===== config.mk =====
export PLATFORM = sky130hd
export DESIGN_NAME = fruit_split_motion
export DESIGN_NICKNAME = d
export VERILOG_FILES = /design/src/rtl/fruit_split_motion.sv
export SDC_FILE = /design/constraint.sdc
export NUM_CORES = 1
export LEC_CHECK = 0
export CAP_MARGIN = 20
export CORE_MARGIN = 2
export CORE_UTILIZATION = 44
export DETAILED_ROUTE_END_ITERATION = 12
export HOLD_SLACK_MARGIN = 0.1
export SYNTH_ARGS = -nofsm -noshare
export SYNTH_HDL_FRONTEND = slang
export SYNTH_SLANG_ARGS = --single-unit
export TNS_END_PERCENT = 50

===== constraint.sdc =====
create_clock -name clk -period 6.1 [get_ports clk]
set_input_delay 1.83 -clock clk [delete_from_list [all_inputs] [get_ports clk]]
set_output_delay 1.83 -clock clk [all_outputs]
set_load 0.02 [all_outputs]

===== src/rtl/fruit_split_motion.sv =====
// Per-fruit motion controller: ballistic launch, split into two halves on a cut,
// per-half retirement at the screen edges, with miss/done reporting.
module fruit_split_motion #(
  parameter int SCREEN_W    = 640,
  parameter int SCREEN_H    = 480,
  parameter int OBJ_W       = 64,
  parameter int LAUNCH_Y    = 479,
  parameter int GRAVITY_DIV = 4,
  parameter int SPLIT_VX    = 2
) (
  input  logic       clk,
  input  logic       rst,
  input  logic       frame_tick,
  input  logic       launch,
  input  logic [9:0] launch_x,
  input  logic [7:0] launch_vx,
  input  logic [7:0] launch_vy,
  input  logic       cut,
  output logic       en1,
  output logic       en2,
  output logic [9:0] posx1,
  output logic [9:0] posy1,
  output logic [9:0] posx2,
  output logic [9:0] posy2,
  output logic       busy,
  output logic       cut_ack,
  output logic       missed,
  output logic       done
);

  localparam logic signed [11:0] HALF_W   = 12'(OBJ_W / 2);
  localparam logic signed [11:0] Y_MAX    = 12'(SCREEN_H - 1);
  localparam logic signed [11:0] XW_MAX   = 12'(SCREEN_W - OBJ_W);
  localparam logic signed [11:0] XH_MAX   = 12'(SCREEN_W - OBJ_W / 2);
  localparam logic signed [11:0] Y_LAUNCH = 12'(LAUNCH_Y);
  localparam logic [3:0]         G_TOP    = 4'(GRAVITY_DIV - 1);
  localparam logic signed [8:0]  KICK     = 9'(SPLIT_VX);

  typedef enum logic [1:0] {IDLE, WHOLE, SPLIT} state_t;

  state_t             state, state_n;
  logic signed [11:0] x1, x2, y, x1_n, x2_n, y_n, wx2;
  logic signed [7:0]  vx1, vx2, vy, vx1_n, vx2_n, vy_n;
  logic [3:0]         gcnt, gcnt_n;
  logic               alive1, alive2, alive1_n, alive2_n;
  logic               en1_n, en2_n, busy_n, cut_ack_n, missed_n, done_n;
  logic [9:0]         posx1_n, posy1_n, posx2_n, posy2_n;

  function automatic logic signed [11:0] sx(input logic signed [7:0] v);
    return {{4{v[7]}}, v};
  endfunction

  function automatic logic signed [7:0] clamp127(input logic signed [8:0] v);
    if (v > 9'sd127)  return 8'sd127;
    if (v < -9'sd127) return -8'sd127;
    return v[7:0];
  endfunction

  always_comb begin
    state_n   = state;
    x1_n      = x1;
    x2_n      = x2;
    y_n       = y;
    vx1_n     = vx1;
    vx2_n     = vx2;
    vy_n      = vy;
    gcnt_n    = gcnt;
    alive1_n  = alive1;
    alive2_n  = alive2;
    cut_ack_n = 1'b0;
    missed_n  = 1'b0;
    done_n    = 1'b0;
    wx2       = '0;

    // Shared vertical motion and gravity for both flying states
    if (state != IDLE && frame_tick) begin
      y_n = y + sx(vy);
      if (gcnt == G_TOP) begin
        gcnt_n = '0;
        if (vy != 8'sd127) vy_n = vy + 8'sd1;
      end else begin
        gcnt_n = gcnt + 4'd1;
      end
    end

    case (state)
      IDLE: begin
        if (launch) begin
          x1_n    = {2'b00, launch_x};
          y_n     = Y_LAUNCH;
          vx1_n   = launch_vx;
          vy_n    = launch_vy;
          gcnt_n  = '0;
          state_n = WHOLE;
        end
      end
      WHOLE: begin
        if (frame_tick) x1_n = x1 + sx(vx1);
        // A cut seeds the split from the already-updated x1 and pre-empts the miss test
        if (cut) begin
          cut_ack_n = 1'b1;
          x2_n      = x1_n + HALF_W;
          vx1_n     = clamp127({vx1[7], vx1} - KICK);
          vx2_n     = clamp127({vx1[7], vx1} + KICK);
          alive1_n  = 1'b1;
          alive2_n  = 1'b1;
          state_n   = SPLIT;
        end else if (frame_tick &&
                     ((y_n > Y_MAX && !vy_n[7]) || x1_n < 12'sd0 || x1_n > XW_MAX)) begin
          missed_n = 1'b1;
          state_n  = IDLE;
        end
      end
      SPLIT: begin
        if (frame_tick) begin
          if (alive1) x1_n = x1 + sx(vx1);
          if (alive2) x2_n = x2 + sx(vx2);
          alive1_n = alive1 && !((y_n > Y_MAX && !vy_n[7]) || x1_n < 12'sd0 || x1_n > XH_MAX);
          alive2_n = alive2 && !((y_n > Y_MAX && !vy_n[7]) || x2_n < 12'sd0 || x2_n > XH_MAX);
          if (!alive1_n && !alive2_n) begin
            done_n  = 1'b1;
            state_n = IDLE;
          end
        end
      end
      default: state_n = IDLE;
    endcase

    busy_n  = (state_n != IDLE);
    en1_n   = 1'b0;
    en2_n   = 1'b0;
    posx1_n = posx1;
    posy1_n = posy1;
    posx2_n = posx2;
    posy2_n = posy2;
    case (state_n)
      WHOLE: begin
        wx2     = x1_n + HALF_W;
        en1_n   = 1'b1;
        en2_n   = 1'b1;
        posx1_n = x1_n[9:0];
        posy1_n = y_n[9:0];
        posx2_n = wx2[9:0];
        posy2_n = y_n[9:0];
      end
      SPLIT: begin
        en1_n = alive1_n;
        en2_n = alive2_n;
        // Halves already dead before this cycle keep their last drawn position
        if (state == WHOLE || alive1) begin
          posx1_n = x1_n[9:0];
          posy1_n = y_n[9:0];
        end
        if (state == WHOLE || alive2) begin
          posx2_n = x2_n[9:0];
          posy2_n = y_n[9:0];
        end
      end
      default: ;
    endcase
  end

  always_ff @(posedge clk) begin
    if (rst) begin
      state   <= IDLE;
      x1      <= '0;
      x2      <= '0;
      y       <= '0;
      vx1     <= '0;
      vx2     <= '0;
      vy      <= '0;
      gcnt    <= '0;
      alive1  <= 1'b0;
      alive2  <= 1'b0;
      en1     <= 1'b0;
      en2     <= 1'b0;
      posx1   <= '0;
      posy1   <= '0;
      posx2   <= '0;
      posy2   <= '0;
      busy    <= 1'b0;
      cut_ack <= 1'b0;
      missed  <= 1'b0;
      done    <= 1'b0;
    end else begin
      state   <= state_n;
      x1      <= x1_n;
      x2      <= x2_n;
      y       <= y_n;
      vx1     <= vx1_n;
      vx2     <= vx2_n;
      vy      <= vy_n;
      gcnt    <= gcnt_n;
      alive1  <= alive1_n;
      alive2  <= alive2_n;
      en1     <= en1_n;
      en2     <= en2_n;
      posx1   <= posx1_n;
      posy1   <= posy1_n;
      posx2   <= posx2_n;
      posy2   <= posy2_n;
      busy    <= busy_n;
      cut_ack <= cut_ack_n;
      missed  <= missed_n;
      done    <= done_n;
    end
  end

endmodule


==> out/metrics.yaml, run 1 <==
synthesis:
  synth_top_area_frac: 0.291
  synth.largest_area_cell: "dfxtp_1"
  ys_types: 78
  syn_area_per_cell_sq_um: 7.79
  synthArstFlopShare: 0
  yosys_register_bits: 114
  ys_seq_area_frac: 0.291
  ys_top_cells_by_area: "dfxtp_1 (29%), ha_1 (7.8%), nor2_1 (6.8%)"
  synth_edf_count: 0
  netlist_instances: 1007
  syn-num-nets: 1090
  yosys_warnings: 0
  synth_area_sq_um: 7840
  ys.flop_type: "dfxtp_1"
drt:
  drtPass1Iterations: 6
  viasPerCell: 5.91
  vias: 7772
  drt_iter0_markers: 705
  wirelength_microns: 24900
  postRouteAntennaNets: 0
  wire_per_inst_microns: 18.9
  drc_errors: 0
timing:
  finalMaxSlewViolations: 0
  timing.final.crit_share: 0.914
  whs_ps: 467
  finalClockSkew_ps: 12.7
  finalSetupTns_ps: 0
  finalWorstSetupSlack_ps: 523
  max_freq_mhz: 179
  slew-limit-headroom: 0.432
  rsz0062_at_grt: "false"
  setup_viol: 0
  tightest_slew_ps: 851
  fin_crit_ps: 5580
  hold_viol: 0
grt:
  grt_max_degree: 76
  grt_use_met3: 0.0475
  busiest_layer: "met2"
  grt.total_usage: 0.270
  grt_pass1_vias: 7136
  antenna_found_initial: 0
  globalRouteMet2Util: 0.410
  grt.met1_usage: 0.391
  grt-ovfl-total: 0
  grt_pass1_wl_microns: 39200
critical_path:
  worst-path-stages: 16
  rr_endpoint: "posx1[3]$_SDFFE_PP0P_"
  critPathKind: "in -> reg"
  cp_top_family: "simple AND/OR/NAND/NOR gates"
  critical_path_arrival_ps: 5930
  endpoint: "posx1[3]$_SDFFE_PP0P_"
  r2r_start: "vx1[2]$_SDFFE_PP0P_"
  critPathSlowestCell: "clkdlybuf4s50_1"
  cp_num_buf_inv: 2
  cpPeakStageDelay_ps: 610
  cp_max_fo: 13
  reg2reg_depth: 16
  crit_path_end_kind: "flip-flop"
  cp_data_required_time_ps: 6450
  critical_path.startpoint: "frame_tick"
  start_kind: "input pin"
  path_cells: "clkdlybuf4s50_1 -> nor2b_1 -> nand2_1 -> or3_1 -> nor2_1 -> mux2i_1 -> and2_2 -> a211oi_1 -> a21oi_1 -> a211o_1 -> ha_1 -> o21ai_0 -> and2_1 -> buf_4 -> nand2_1 -> a21oi_1"
  reg2reg_slack_ps: 900
floorplanning:
  pin_count: 77
  die_h_microns: 137
  core_sq_um: 17400
  die_area_sq_um: 18900
  rows: 48
  die_w_microns: 137
  start_util: 0.452
clocking:
  cts_buffer_depth: 2
  cts_resized: 0
  numCtsBuffers: 17
  cts_tree: "yes"
  clk_latency_ps: 420
  cts_root_buf: "clkbuf_16"
  postCtsHoldBufs: 0
  path_clk_slew_ps: 60
  post_cts_buffers: 0
  clock-sinks: 114
  htree_num_levels: 4
finish:
  layout_commonest_cell: "nor2_1"
  fillers: 1671
  area_delta_synth_final_pct: 21.2
  seqCellArea_sq_um: 2280
  multi_input_area_sq_um: 5170
  drive_above_1_share: 0.0790
  antennaDiodeCount: 0
  final_core_utilization: 0.547
  final_cell_mix: "nor2_1 (141), dfxtp_1 (114), a21oi_1 (86)"
  nets: 1159
power:
  p_leak_uw: 0.00368
  peakVddDrop_v: 0.000264
  power_density_nw_per_um2: 328
hold_path:
  hold_class: "reg -> reg"
  hold_start: "posx1[8]$_SDFFE_PP0P_"
placement:
  pre_cts_ws_ps: 135
  gp_congestion: 0.899
  dpl.hpwl_microns: 18300
  io_buffers: 76
run:
  cap_violations: 0
outcome:
  status: "finished, final reports clean"
[layout make-up]
class                   count  share of cell area
flip-flops and latches    114               0.240
repair buffers            109               0.107
well taps                 225              0.0296
inverters                  34              0.0134
multi-input cells         800               0.544
clock inverters            14              0.0188
clock buffers              18              0.0462
[worst min-delay path by stage]
stage | endpoint | slack (ps) | cells past startpoint
after floorplan | gcnt[1]$_SDFF_PP0_ | 450 | 2
after global placement | posy1[3]$_SDFFE_PP0P_ | 460 | 2
after detailed placement | posx1[5]$_SDFFE_PP0P_ | 450 | 2
after CTS | posx1[8]$_SDFFE_PP0P_ | 470 | 2
after global routing | posy2[3]$_SDFFE_PP0P_ | 500 | 2
final | posx1[8]$_SDFFE_PP0P_ | 470 | 2
[tightest hold or removal path, delay by kind of cell, from the launching register on]
family | cells | cell delay, ps
AOI/OAI and AO/OA | 1 | 50
DFF | 1 | 310
and+or+nand+nor | 1 | 50
[registers in the layout (all words and copies together), names as in the netlist, 2 cells and up]
signal	cells
x1	12
x2	12
y	12
posx1	10
posx2	10
posy1	10
posy2	10
vx1	8
vx2	8
vy	8
gcnt	4
state	2
[synth_stat cells, drive strengths merged (11+ instances only)]
| cell type | count |
|---|---|
| a211oi | 50 |
| a21o | 14 |
| a21oi | 86 |
| a22oi | 11 |
| a31oi | 13 |
| clkbuf | 53 |
| dfxtp | 114 |
| ha | 49 |
| inv | 33 |
| mux2i | 20 |
| nand2 | 77 |
| nand2b | 15 |
| nand3 | 14 |
| nor2 | 141 |
| nor2b | 17 |
| nor3 | 32 |
| o211ai | 13 |
| o21a | 12 |
| o21ai | 43 |
| xnor2 | 26 |
| xor2 | 15 |
[routing by layer]
metal  vias up  share of wire
li1       3841              -
met1      3655           0.49
met2       236           0.44
met3        40          0.056
met4         0          0.017
met5         -              0
[through the flow]
step	total power [uW]	area (sq um)	cells
floorplan	1650	7840	1007
global placement	2060	8880	1282
detailed placement	2050	8880	1282
CTS	3110	9500	1314
global route	3270	9500	1314
finish	3110	9500	1314
[cells by family after synthesis]
logic type / count (synthesis) / synth area share
AND/OR/NAND/NOR: 364 / 0.221
AO/OA/AOI/OAI: 319 / 0.276
flip-flops: 114 / 0.291
buffers and inverters: 93 / 0.0492
adder cells (fa/ha/maj): 52 / 0.0859
XOR/XNOR: 41 / 0.0458
multiplexers: 24 / 0.0313
[report_power, final]
group          internal, uW  switching, uW  total, uW
Clock                   659            396       1050
Combinational           452            663       1110
Sequential              840            105        945
Total                  1950           1160       3110
Note: power is estimated with default switching activity, not from simulation.
==> run 2, diff against run 1 <==
--- a/config.mk
+++ b/config.mk
@@ -5,6 +5,7 @@
 export SDC_FILE = /design/constraint.sdc
 export NUM_CORES = 1
 export LEC_CHECK = 0
+export ABC_AREA = 1
 export CAP_MARGIN = 20
 export CORE_MARGIN = 2
 export CORE_UTILIZATION = 44
==> run 2 against run 1 <==
Clock skew increased by 2.3 ps. Die area increased by 1.0%. Cell area shrank 0.18%. Combinational power down 6%. Wire length shrank 1.7%. Hold slack improved by 7.0 ps. Via count rose by 5.2%. Setup slack gained 260 ps. Synthesized cell count grew 22%. Clock power barely moved.
==> out/metrics.yaml, run 2 <==
finish:
  area_delta_synth_final_pct: 19.7
  antennaDiodeCount: 0  # unchanged
  layout_commonest_cell: "nand2_1"
  seqCellArea_sq_um: 2280  # unchanged
  multi_input_area_sq_um: 4840  # -6.5%
  nets: 1374  # +19%
  final_cell_mix: "nand2_1 (323), inv_1 (152), dfxtp_1 (114)"
  largestRegisters: "x1: 12 flops, x2: 12 flops, y: 12 flops"
  drive_above_1_share: 0.0644  # -0.0146
  fillers: 1829  # +9.5%
critical_path:
  critical_path_arrival_ps: 5680  # -250 ps
  critPathKind: "in -> reg"
  cp_max_fo: 36  # +23
  rr_endpoint: "posx2[0]$_SDFFE_PP0P_"
  r2r_start: "vx1[0]$_SDFFE_PP0P_"
  reg2reg_depth: 29  # +13
  reg2reg_slack_ps: 1530  # +630 ps
  start_kind: "input pin"
  cp_data_required_time_ps: 6470  # +20 ps
  crit_path_end_kind: "flip-flop"
synthesis:
  syn-num-nets: 1310  # +20%
  ys_types: 49  # -37%
  synth.largest_area_cell: "dfxtp_1"
  synthArstFlopShare: 0  # unchanged
  synth_top_family_by_area: "simple AND/OR/NAND/NOR gates"
  netlist_instances: 1227  # +22%
  synth_edf_count: 0  # unchanged
  yosys_warnings: 0  # unchanged
  synthMuxAreaShare: 0.00632  # -0.0250
  synth_xor_area_frac: 0.0199  # -0.0259
  synth_fa_ha_area_frac: 0.0850  # -0.000895
  post-synth-top-count-cell: "nand2_1"
  ys.flop_type: "dfxtp_1"
  synth_area_sq_um: 7920  # +1.1%
  ys_seq_area_frac: 0.288  # -0.00303
  syn_area_per_cell_sq_um: 6.46  # -17%
  yosys.area_share.simple: 0.304  # +0.0828
  synth_commonest_cells: "nand2_1 (323), inv_1 (152), dfxtp_1 (114), nor2_1 (106), o21ai_0 (89)"
  yosys_register_bits: 114  # unchanged
  ys_top_cells_by_area: "dfxtp_1 (29%), nand2_1 (15%), ha_1 (7.7%)"
  synth-compound-area-share: 0.196  # -0.0803
  synth_top_area_frac: 0.288  # -0.00303
hold_path:
  hold_class: "reg -> reg"
  hold_start: "vx2[2]$_SDFFE_PP0P_"
  hold_depth: 2  # unchanged
  worstHoldEndpoint: "vx2[2]$_SDFFE_PP0P_"
drt:
  drtPass1Iterations: 6  # unchanged
  drc_errors: 0  # unchanged
  drt_iter0_markers: 665  # -5.7%
  postRouteAntennaNets: 0  # unchanged
  wire_per_inst_microns: 16.0  # -16%
  viasPerCell: 5.33  # -9.8%
  wirelength_microns: 24500  # -1.7%
  vias: 8177  # +5.2%
clocking:
  htree_num_levels: 4  # unchanged
  cts_resized: 0  # unchanged
  cts_buffer_depth: 2  # unchanged
  clk_latency_ps: 430  # about the same
  postCtsHoldBufs: 0  # unchanged
  post_cts_buffers: 0  # unchanged
  clock-sinks: 114  # unchanged
  numCtsBuffers: 17  # unchanged
  cts_root_buf: "clkbuf_16"
  cts_tree: "yes"
  path_clk_slew_ps: 60  # about the same
timing:
  fin_crit_ps: 5310  # -264 ps
  finalSetupTns_ps: 0  # unchanged
  finalClockSkew_ps: 15.0  # +2.31 ps
  timing.final.crit_share: 0.871  # -0.0433
  max_freq_mhz: 188  # +5.0%
  hold_viol: 0  # unchanged
  slew-limit-headroom: 0.496  # +0.0635
  setup_viol: 0  # unchanged
  tightest_slew_ps: 748  # -103 ps
  rsz0062_at_grt: "false"
  finalMaxSlewViolations: 0  # unchanged
grt:
  grt_max_degree: 53  # -30%
  grt_pass1_vias: 7482  # +4.8%
  antenna_found_initial: 0  # unchanged
  grt_pass1_wl_microns: 39400  # +0.49%
  grt-ovfl-total: 0  # unchanged
  grt.total_usage: 0.256  # -0.0142
floorplanning:
  die_h_microns: 138  # +0.51%
  die_w_microns: 138  # +0.51%
  pin_count: 77  # unchanged
  start_util: 0.444  # -0.00763
  rows: 49  # +2.1%
  core_sq_um: 17800  # +2.8%
  die_area_sq_um: 19100  # +1.0%
power:
  power_density_nw_per_um2: 319  # -2.6%
  clkPwrFrac: 0.338  # about the same
  pwr-share-seq: 0.319  # +0.016
  combPwrFrac: 0.343  # -0.015
  p_switching_uw: 1170  # +0.91%
  p_int_uw: 1850  # -4.9%
  switching_share: 0.388  # +0.0140
  p_leak_uw: 0.00455  # +24%
  peakVddDrop_v: 0.000228  # -14%
  p_total_uw: 3030  # -2.7%
run:
  cap_violations: 0  # unchanged
placement:
  gp_congestion: 0.920  # +2.4%
  dpl.hpwl_microns: 18500  # +0.78%
  io_buffers: 76  # unchanged
outcome:
  status: "finished, final reports clean"
run 2: power by group through the flow:
stage / Clock (uW) / Combinational [uW] / Sequential (uW)
2_1_floorplan: 0 / 649 / 1000
6_report: 1020 / 1040 / 965
4_1_cts: 1040 / 1040 / 965
3_3_place_gp: 0 / 1030 / 983
3_5_place_dp: 0 / 1030 / 980
5_1_grt: 1070 / 1170 / 978
run 2: worst max path at each step:
stage	from	to	cells after the start
CTS	frame_tick	posx2[0]$_SDFFE_PP0P_	28
finish	frame_tick	posx2[0]$_SDFFE_PP0P_	28
detailed placement	frame_tick	posx2[8]$_SDFFE_PP0P_	28
floorplan	frame_tick	posy2[8]$_SDFFE_PP0P_	29
global placement	frame_tick	posx2[8]$_SDFFE_PP0P_	28
global route	frame_tick	posx2[1]$_SDFFE_PP0P_	28
run 2: worst max-delay path: stages:
cell and delay (ps):
clkdlybuf4s50_1 540, nand2_4 160, inv_6 180, nand2_4 80, nor3_4 170, nand2_2 130
nor2_4 110, nand2_1 60, nand2_1 70, inv_2 40, nand2_2 80, a21oi_1 60
nor2_1 200, nor2_1 100, o21ai_2 70, nand2_1 60, nand2_1 80, nand2_2 80
inv_1 70, ha_1 160, clkinv_1 250, a21oi_1 300, nor2_1 110, clkinv_1 50
buf_4 280, o21ai_0 120, o21bai_1 190, inv_1 50
run 2: per-stage QoR:
| step | hold WS [ps] | area, sq um | util | setup slack (ps) | instances |
|---|---|---|---|---|---|
| 2_1_floorplan | 449 | 7920 | - | 1240 | 1227 |
| 3_3_place_gp | 464 | 8880 | 0.498 | 487 | 1501 |
| 3_5_place_dp | 465 | 8880 | 0.498 | 411 | 1501 |
| 4_1_cts | 474 | 9480 | 0.532 | 826 | 1533 |
| 5_1_grt | 522 | 9480 | 0.532 | 310 | 1533 |
| 6_report | 474 | 9480 | 0.532 | 787 | 1533 |
run 2: layout make-up:
type,count,area share
multi-input cells,903,0.510
clock inverters,15,0.0183
well taps,229,0.0302
flip-flops and latches,114,0.241
repair buffers,88,0.0892
inverters,167,0.0666
clock buffers,17,0.0449
run 2: logic make-up (layout without fill, tap and decap cells):
group,Yosys count,after routing
compound gates,264,264
xor+xnor,18,18
fa+ha+maj,52,52
buf+inv,210,287
flops,114,114
mux,5,5
simple gates,564,564
run 2: metal layers:
layer,share of wire,global-route usage,vias to the layer above,routed length (microns)
met3,0.057,0.0360,50,1400
met1,0.45,0.346,3674,11100
li1,-,-,4184,-
met2,0.46,0.415,269,11200
met5,0,0,-,0
met4,0.030,0.102,0,731
